$ cat src/rtl/uart_cmd_ctrl_if.sv
`default_nettype none
// ============================================================================
// Module   : uart_cmd_ctrl_if
// Purpose  : Bundles every non-clock/reset signal of uart_cmd_ctrl:
//            - received byte stream  (rx_data_i, rx_valid_i)
//            - register write bus    (wr_addr_o, wr_data_o, wr_strobe_o)
//            - register read bus     (rd_addr_o, rd_req_o, rd_ack_i, rd_data_i)
//            - response byte stream  (tx_data_o, tx_valid_o, tx_ready_i)
//            - status                (timeout_o, overrun_o)
//            The master modport is the command controller; the slave modport
//            is its surroundings (UART receiver/transmitter and register file).
// Revision : 1.0 - initial release
// ============================================================================
interface uart_cmd_ctrl_if;
  logic [7:0] rx_data_i;
  logic       rx_valid_i;
  logic [6:0] wr_addr_o;
  logic [7:0] wr_data_o;
  logic       wr_strobe_o;
  logic [6:0] rd_addr_o;
  logic       rd_req_o;
  logic       rd_ack_i;
  logic [7:0] rd_data_i;
  logic [7:0] tx_data_o;
  logic       tx_valid_o;
  logic       tx_ready_i;
  logic       timeout_o;
  logic       overrun_o;

  modport master (
    input  rx_data_i, rx_valid_i, rd_ack_i, rd_data_i, tx_ready_i,
    output wr_addr_o, wr_data_o, wr_strobe_o, rd_addr_o, rd_req_o,
           tx_data_o, tx_valid_o, timeout_o, overrun_o
  );

  modport slave (
    output rx_data_i, rx_valid_i, rd_ack_i, rd_data_i, tx_ready_i,
    input  wr_addr_o, wr_data_o, wr_strobe_o, rd_addr_o, rd_req_o,
           tx_data_o, tx_valid_o, timeout_o, overrun_o
  );
endinterface
`default_nettype wire

$ cat src/rtl/uart_cmd_ctrl.sv
`default_nettype none
// ============================================================================
// Module   : uart_cmd_ctrl
// Purpose  : Command sequencer behind a UART receiver. Parses one-byte read
//            commands (bit7=0) and two-byte write commands (bit7=1, then a
//            data byte), drives a register write strobe or a read
//            request/acknowledge, and returns read data as one byte through a
//            valid/ready handshake. Aborts partial writes and unanswered reads
//            after TIMEOUT_CLOCKS cycles and flags bytes dropped while busy.
// Ports    : clock  - system clock, rising edge
//            reset  - synchronous, active-high
//            bus    - uart_cmd_ctrl_if.master (rx stream, write bus, read
//                     bus, tx stream, timeout/overrun status)
// Revision : 1.0 - initial release
// ============================================================================
module uart_cmd_ctrl #(
  parameter int TIMEOUT_CLOCKS = 4096
) (
  input  logic             clock,
  input  logic             reset,
  uart_cmd_ctrl_if.master  bus
);

  localparam int             TW        = $clog2(TIMEOUT_CLOCKS);
  localparam logic [TW-1:0]  TMR_LOAD  = TW'(TIMEOUT_CLOCKS - 1);

  typedef enum logic [1:0] {
    S_IDLE = 2'd0,
    S_DATA = 2'd1,
    S_READ = 2'd2,
    S_SEND = 2'd3
  } state_t;

  state_t        state_q,     state_d;
  logic [TW-1:0] timer_q,     timer_d;
  logic [6:0]    cmd_addr_q,  cmd_addr_d;
  logic [6:0]    wr_addr_q,   wr_addr_d;
  logic [7:0]    wr_data_q,   wr_data_d;
  logic          wr_strobe_q, wr_strobe_d;
  logic [6:0]    rd_addr_q,   rd_addr_d;
  logic          rd_req_q,    rd_req_d;
  logic [7:0]    tx_data_q,   tx_data_d;
  logic          tx_valid_q,  tx_valid_d;
  logic          timeout_q,   timeout_d;
  logic          overrun_q,   overrun_d;

  logic          timer_zero;

  always_ff @(posedge clock) begin
    if (reset) begin
      state_q     <= S_IDLE;
      timer_q     <= '0;
      cmd_addr_q  <= '0;
      wr_addr_q   <= '0;
      wr_data_q   <= '0;
      wr_strobe_q <= 1'b0;
      rd_addr_q   <= '0;
      rd_req_q    <= 1'b0;
      tx_data_q   <= '0;
      tx_valid_q  <= 1'b0;
      timeout_q   <= 1'b0;
      overrun_q   <= 1'b0;
    end else begin
      state_q     <= state_d;
      timer_q     <= timer_d;
      cmd_addr_q  <= cmd_addr_d;
      wr_addr_q   <= wr_addr_d;
      wr_data_q   <= wr_data_d;
      wr_strobe_q <= wr_strobe_d;
      rd_addr_q   <= rd_addr_d;
      rd_req_q    <= rd_req_d;
      tx_data_q   <= tx_data_d;
      tx_valid_q  <= tx_valid_d;
      timeout_q   <= timeout_d;
      overrun_q   <= overrun_d;
    end
  end

  assign timer_zero = (timer_q == '0);

  always_comb begin
    state_d     = state_q;
    timer_d     = timer_q;
    cmd_addr_d  = cmd_addr_q;
    wr_addr_d   = wr_addr_q;
    wr_data_d   = wr_data_q;
    wr_strobe_d = 1'b0;
    rd_addr_d   = rd_addr_q;
    rd_req_d    = rd_req_q;
    tx_data_d   = tx_data_q;
    tx_valid_d  = tx_valid_q;
    timeout_d   = 1'b0;
    overrun_d   = overrun_q;

    case (state_q)
      S_IDLE: begin
        if (bus.rx_valid_i) begin
          timer_d = TMR_LOAD;
          if (bus.rx_data_i[7]) begin
            // Write address is held privately so the visible write bus only
            // changes when a complete command has arrived.
            cmd_addr_d = bus.rx_data_i[6:0];
            state_d    = S_DATA;
          end else begin
            rd_addr_d = bus.rx_data_i[6:0];
            rd_req_d  = 1'b1;
            state_d   = S_READ;
          end
        end
      end

      S_DATA: begin
        // The data byte wins over expiry on the timer-zero cycle.
        if (bus.rx_valid_i) begin
          wr_addr_d   = cmd_addr_q;
          wr_data_d   = bus.rx_data_i;
          wr_strobe_d = 1'b1;
          state_d     = S_IDLE;
        end else if (timer_zero) begin
          timeout_d = 1'b1;
          state_d   = S_IDLE;
        end else begin
          timer_d = timer_q - TW'(1);
        end
      end

      S_READ: begin
        if (bus.rx_valid_i) begin
          overrun_d = 1'b1;
        end
        // The acknowledge wins over expiry on the timer-zero cycle.
        if (bus.rd_ack_i) begin
          tx_data_d  = bus.rd_data_i;
          rd_req_d   = 1'b0;
          tx_valid_d = 1'b1;
          state_d    = S_SEND;
        end else if (timer_zero) begin
          rd_req_d  = 1'b0;
          timeout_d = 1'b1;
          state_d   = S_IDLE;
        end else begin
          timer_d = timer_q - TW'(1);
        end
      end

      S_SEND: begin
        if (bus.rx_valid_i) begin
          overrun_d = 1'b1;
        end
        if (bus.tx_ready_i) begin
          tx_valid_d = 1'b0;
          state_d    = S_IDLE;
        end
      end

      default: begin
        state_d = S_IDLE;
      end
    endcase
  end

  assign bus.wr_addr_o   = wr_addr_q;
  assign bus.wr_data_o   = wr_data_q;
  assign bus.wr_strobe_o = wr_strobe_q;
  assign bus.rd_addr_o   = rd_addr_q;
  assign bus.rd_req_o    = rd_req_q;
  assign bus.tx_data_o   = tx_data_q;
  assign bus.tx_valid_o  = tx_valid_q;
  assign bus.timeout_o   = timeout_q;
  assign bus.overrun_o   = overrun_q;

endmodule
`default_nettype wire

$ cat src/flat_wrapper.sv
// flat-port wrapper written by rule: the top's interface ports become plain ports
module uart_cmd_ctrl_flat 
#(
  parameter int TIMEOUT_CLOCKS = 4096
)
  (clock, reset, bus_rx_data_i, bus_rx_valid_i, bus_rd_ack_i, bus_rd_data_i, bus_tx_ready_i, bus_wr_addr_o, bus_wr_data_o, bus_wr_strobe_o, bus_rd_addr_o, bus_rd_req_o, bus_tx_data_o, bus_tx_valid_o, bus_timeout_o, bus_overrun_o);
  uart_cmd_ctrl_if bus_i ();
  input  logic clock;
  input  logic reset;
  input wire logic [$bits(bus_i.rx_data_i)-1:0] bus_rx_data_i;
  input wire logic [$bits(bus_i.rx_valid_i)-1:0] bus_rx_valid_i;
  input wire logic [$bits(bus_i.rd_ack_i)-1:0] bus_rd_ack_i;
  input wire logic [$bits(bus_i.rd_data_i)-1:0] bus_rd_data_i;
  input wire logic [$bits(bus_i.tx_ready_i)-1:0] bus_tx_ready_i;
  output wire logic [$bits(bus_i.wr_addr_o)-1:0] bus_wr_addr_o;
  output wire logic [$bits(bus_i.wr_data_o)-1:0] bus_wr_data_o;
  output wire logic [$bits(bus_i.wr_strobe_o)-1:0] bus_wr_strobe_o;
  output wire logic [$bits(bus_i.rd_addr_o)-1:0] bus_rd_addr_o;
  output wire logic [$bits(bus_i.rd_req_o)-1:0] bus_rd_req_o;
  output wire logic [$bits(bus_i.tx_data_o)-1:0] bus_tx_data_o;
  output wire logic [$bits(bus_i.tx_valid_o)-1:0] bus_tx_valid_o;
  output wire logic [$bits(bus_i.timeout_o)-1:0] bus_timeout_o;
  output wire logic [$bits(bus_i.overrun_o)-1:0] bus_overrun_o;
  assign bus_i.rx_data_i = bus_rx_data_i;
  assign bus_i.rx_valid_i = bus_rx_valid_i;
  assign bus_i.rd_ack_i = bus_rd_ack_i;
  assign bus_i.rd_data_i = bus_rd_data_i;
  assign bus_i.tx_ready_i = bus_tx_ready_i;
  assign bus_wr_addr_o = bus_i.wr_addr_o;
  assign bus_wr_data_o = bus_i.wr_data_o;
  assign bus_wr_strobe_o = bus_i.wr_strobe_o;
  assign bus_rd_addr_o = bus_i.rd_addr_o;
  assign bus_rd_req_o = bus_i.rd_req_o;
  assign bus_tx_data_o = bus_i.tx_data_o;
  assign bus_tx_valid_o = bus_i.tx_valid_o;
  assign bus_timeout_o = bus_i.timeout_o;
  assign bus_overrun_o = bus_i.overrun_o;
  uart_cmd_ctrl #(.TIMEOUT_CLOCKS(TIMEOUT_CLOCKS)) u_core (.clock(clock), .reset(reset), .bus(bus_i));
endmodule
$ cat config.mk
export PLATFORM = sky130hd
export DESIGN_NAME = uart_cmd_ctrl_flat
export DESIGN_NICKNAME = d
export VERILOG_FILES = /design/src/rtl/uart_cmd_ctrl_if.sv /design/src/rtl/uart_cmd_ctrl.sv /design/src/flat_wrapper.sv
export SDC_FILE = /design/constraint.sdc
export NUM_CORES = 1
export LEC_CHECK = 0
export BUFFER_PORTS_ARGS = -buffer_cell sky130_fd_sc_hd__buf_2
export CORE_MARGIN = 2
export CORE_UTILIZATION = 40
export DETAILED_ROUTE_END_ITERATION = 16
export GPL_ROUTABILITY_DRIVEN = 0
export GPL_TIMING_DRIVEN = 0
export PLACE_DENSITY = 0.65
export SLEW_MARGIN = 20
export SYNTH_ARGS = -nofsm -noshare
export SYNTH_HDL_FRONTEND = slang
export SYNTH_SLANG_ARGS = --single-unit
export TNS_END_PERCENT = 50
$ cat constraint.sdc
create_clock -name clock -period 2.97 [get_ports clock]
set_clock_uncertainty 0.1 [all_clocks]
set_input_delay 0.297 -clock clock [delete_from_list [all_inputs] [get_ports clock]]
set_output_delay 0.297 -clock clock [all_outputs]
set_load 0.05 [all_outputs]
==> reports/qor.json <==
{
  "status": {"value": "completed"},
  "worstMarginPinSlew": {"value": 0.662, "unit": "ns"},
  "layout_worst_path_cycle_share": {"value": 0.831},
  "fraction_of_power_consumed_by_sequential_logic": {"value": 0.367},
  "clkLatencyLatePin": {"value": 0.31, "unit": "ns"},
  "tritoncts_num_sinks": {"value": 56},
  "synth_enable_flop_cells": {"value": 0},
  "vias_per_cell": {"value": 5.17},
  "finalNetCount": {"value": 382},
  "switching_share": {"value": 0.442},
  "clock_tree.htree_level_count": {"value": 2},
  "power.static_leakage": {"value": 1.21, "unit": "nW"},
  "grt-ovfl-total": {"value": 0},
  "rsz0062_at_grt": {"value": "false"},
  "report.final.slew_viol_count": {"value": 0},
  "cts_buffer_depth": {"value": 2},
  "holdBufCountCts": {"value": 0},
  "critical_path_required": {"value": 3.11, "unit": "ns"},
  "clock-root-buffer": {"value": "clkbuf_8"},
  "path_class": {"value": "register to register"},
  "layout-drive-gt1-share": {"value": 0.204},
  "cts_resized": {"value": 0},
  "setup_tns": {"value": 0, "unit": "ns"},
  "drv.max_cap_violation_count": {"value": 0},
  "post_synthesis_sequential_area_ratio": {"value": 0.461},
  "global_route.usage.total": {"value": 0.178},
  "multiInputGateArea": {"value": 1190, "unit": "sq um"},
  "async_flop_share": {"value": 0},
  "drt_iter0_drc": {"value": 112},
  "cellPowerDensity": {"value": 965, "unit": "nW/um^2"},
  "vdd_ir_drop_max": {"value": 0.499, "unit": "mV"},
  "core-area": {"value": 5890, "unit": "sq um"},
  "synthesis.area_per_instance": {"value": 8.25, "unit": "sq um"},
  "finalSetupViolations": {"value": 0},
  "synth.area.top_cells": {"value": "dfxtp_1, nand2_1, a21oi_1"},
  "finalCoreUtilization": {"value": 0.492},
  "crit_path_end_kind": {"value": "register"},
  "drc": {"value": 0},
  "drt_first_pass_iters": {"value": 4},
  "antenna_left": {"value": 0},
  "clk_pin_slew": {"value": 0.11, "unit": "ns"},
  "placementRows": {"value": 28},
  "comb_power_share": {"value": 0.472},
  "routed_wl": {"value": 5.90, "unit": "mm"},
  "critPathMaxFanout": {"value": 9},
  "cts_post_setup_buffers_inserted": {"value": 0},
  "pin_count_of_the_biggest_net_entering_global_routing": {"value": 20},
  "min_path_type": {"value": "primary input to register"},
  "cts_tree": {"value": "done"},
  "i_o_pins": {"value": 56},
  "fp.dieH": {"value": 82, "unit": "um"},
  "synth_top_area_cell": {"value": "dfxtp_1"},
  "synthesis_warning_total": {"value": 0},
  "power.share.clock": {"value": 0.161},
  "worstPathArrival": {"value": 2.61, "unit": "ns"},
  "cts_buffers": {"value": 5},
  "die_w": {"value": 82, "unit": "um"},
  "port_buffers": {"value": 54},
  "timing_hold_violations_final": {"value": 0},
  "antenna-diode-count": {"value": 0},
  "area.sequential": {"value": 1120, "unit": "sq um"},
  "synth_top_flop_cell": {"value": "dfxtp_1"},
  "synth_cell_type_count": {"value": 44},
  "critical_path.startpoint_type": {"value": "register"},
  "routedWlPerCell": {"value": 13.7, "unit": "um"},
  "vias": {"value": 2234},
  "starting_density": {"value": 0.413},
  "grt_first_pass_wirelength": {"value": 9.26, "unit": "mm"},
  "synthCells": {"value": 295},
  "dieArea": {"value": 6720, "unit": "sq um"},
  "netlist.area_leader.share": {"value": 0.461},
  "dp_hpwl": {"value": 4.25, "unit": "mm"},
  "syn_area": {"value": 2430, "unit": "sq um"},
  "clock.fmax": {"value": 405, "unit": "MHz"},
  "fillerInstances": {"value": 589},
  "worst_slew_margin_rel": {"value": 0.554},
  "syn_to_final_growth": {"value": 18.9, "unit": "%"},
  "grt_pass1_vias": {"value": 1934},
  "synth-seq-cells": {"value": 56},
  "switching_power": {"value": 1.24, "unit": "mW"},
  "cellInternalPower": {"value": 1.56, "unit": "mW"},
  "syn_nets": {"value": 321},
  "grt_antenna_before_repair": {"value": 0},
  "final_critical_delay_including_setup_and_external_delays": {"value": 2.47, "unit": "ns"}
}
## cells by family after synthesis
group | synth area share
DFF | 0.461
AOI/OAI and AO/OA | 0.176
adders and majority gates | 0.0257
and+or+nand+nor | 0.256
muxes | 0.0334
buffers and inverters | 0.0483
## cell usage in the layout (no fill, tap or decap), types with 2 or more instances in the layout
cell type / count
nand2_1: 66
dfxtp_1: 56
buf_2: 54
a21oi_1: 39
nor2_1: 16
inv_1: 12
clkbuf_1: 9
mux2i_1: 7
a31oi_1: 7
o21ai_0: 6
or4_1: 6
o31ai_1: 6
nor2b_1: 5
nand2b_1: 5
ha_1: 5
clkbuf_8: 5
buf_1: 3
nor4_1: 3
nor3_1: 3
and4_1: 3
a21o_1: 3
o32ai_1: 3
nand3_1: 3
and2_1: 2
nand2_2: 2
nand3b_1: 2
or4_4: 2
o22ai_1: 2
or3_2: 2
## worst paths after layout
| path | slack, ns | from | cells past startpoint | to |
|---|---|---|---|---|
| worst max-delay path | 0.50 | u_core.state_q[0] | 7 | u_core.timer_q[2] |
| worst min-delay path | 0.12 | bus_rd_data_i[0] | 3 | u_core.bus.tx_data_o[0] |
| worst max register to register | 0.50 | u_core.state_q[0] | 7 | u_core.timer_q[2] |
| worst min register to register | 0.35 | u_core.bus.overrun_o | 2 | u_core.bus.overrun_o |
## worst max-delay path: stages (launching register included)
cell and delay (ns):
dfxtp_1 0.43, inv_1 0.09, ha_1 0.19, clkbuf_1 0.19, mux2_2 0.28, nand3_1 0.26
or4_2 0.68, a31oi_1 0.17
## final cells by class
| cell class | instances | share of cell area |
|---|---|---|
| Clock inverter | 3 | 0.00951 |
| Multi-Input combinational cell | 212 | 0.413 |
| Inverter | 12 | 0.0156 |
| Buffer | 15 | 0.0251 |
| Clock buffer | 5 | 0.0238 |
| Sequential cell | 56 | 0.387 |
| Timing Repair Buffer | 54 | 0.0934 |
| Tap cell | 75 | 0.0324 |
## per-layer routing
metal	routed length, um	track usage	part of all wire	vias to the layer above
met5	0	0	0	-
met4	40	0.0483	0.0068	0
met3	317	0.0330	0.054	4
met2	2800	0.289	0.47	67
met1	2740	0.242	0.46	1011
li1	-	-	-	1152
## synthesized netlist by cell type (all sizes together), types with 5 or more instances
library cell	count
nor2b	5
a21oi	39
nand2	68
mux2i	7
clkbuf	9
or4	9
o21ai	6
ha	5
nor2	16
a31oi	7
dfxtp	56
o31ai	6
buf	5
nand2b	5
inv	12
## power by group through the flow
stage / clock network (mW) / logic, mW / registers (mW)
after floorplan: 0 / 0.860 / 1.19
after global placement: 0 / 1.30 / 1.03
after detailed placement: 0 / 1.32 / 1.04
after CTS: 0.458 / 1.32 / 1.02
after global routing: 0.486 / 1.47 / 1.05
final: 0.449 / 1.32 / 1.03
## flip-flops by register name, summed over array words and instances (netlist names)
signal and flops:
u_core.bus.wr_strobe_o 1, u_core.bus.tx_data_o 8, u_core.state_q 2, u_core.bus.rd_addr_o 7, u_core.bus.wr_addr_o 7, u_core.bus.timeout_o 1
u_core.bus.rd_req_o 1, u_core.bus.wr_data_o 8, u_core.cmd_addr_q 7, u_core.timer_q 12, u_core.bus.tx_valid_o 1, u_core.bus.overrun_o 1
## metrics by stage
| step | instances | hold slack (ns) | worst slack, ns | instance area (sq um) | power (mW) |
|---|---|---|---|---|---|
| 5_1_grt | 432 | 0.113 | 0.291 | 2890 | 3.01 |
| 4_1_cts | 432 | 0.115 | 0.452 | 2890 | 2.80 |
| 6_report | 432 | 0.125 | 0.502 | 2890 | 2.79 |
| 3_3_place_gp | 424 | 0.331 | 0.487 | 2800 | 2.34 |
| 2_1_floorplan | 295 | 0.332 | 0.807 | 2430 | 2.05 |
| 3_5_place_dp | 424 | 0.341 | 0.500 | 2800 | 2.35 |
No activity file was read; power rests on OpenSTA's default activity.
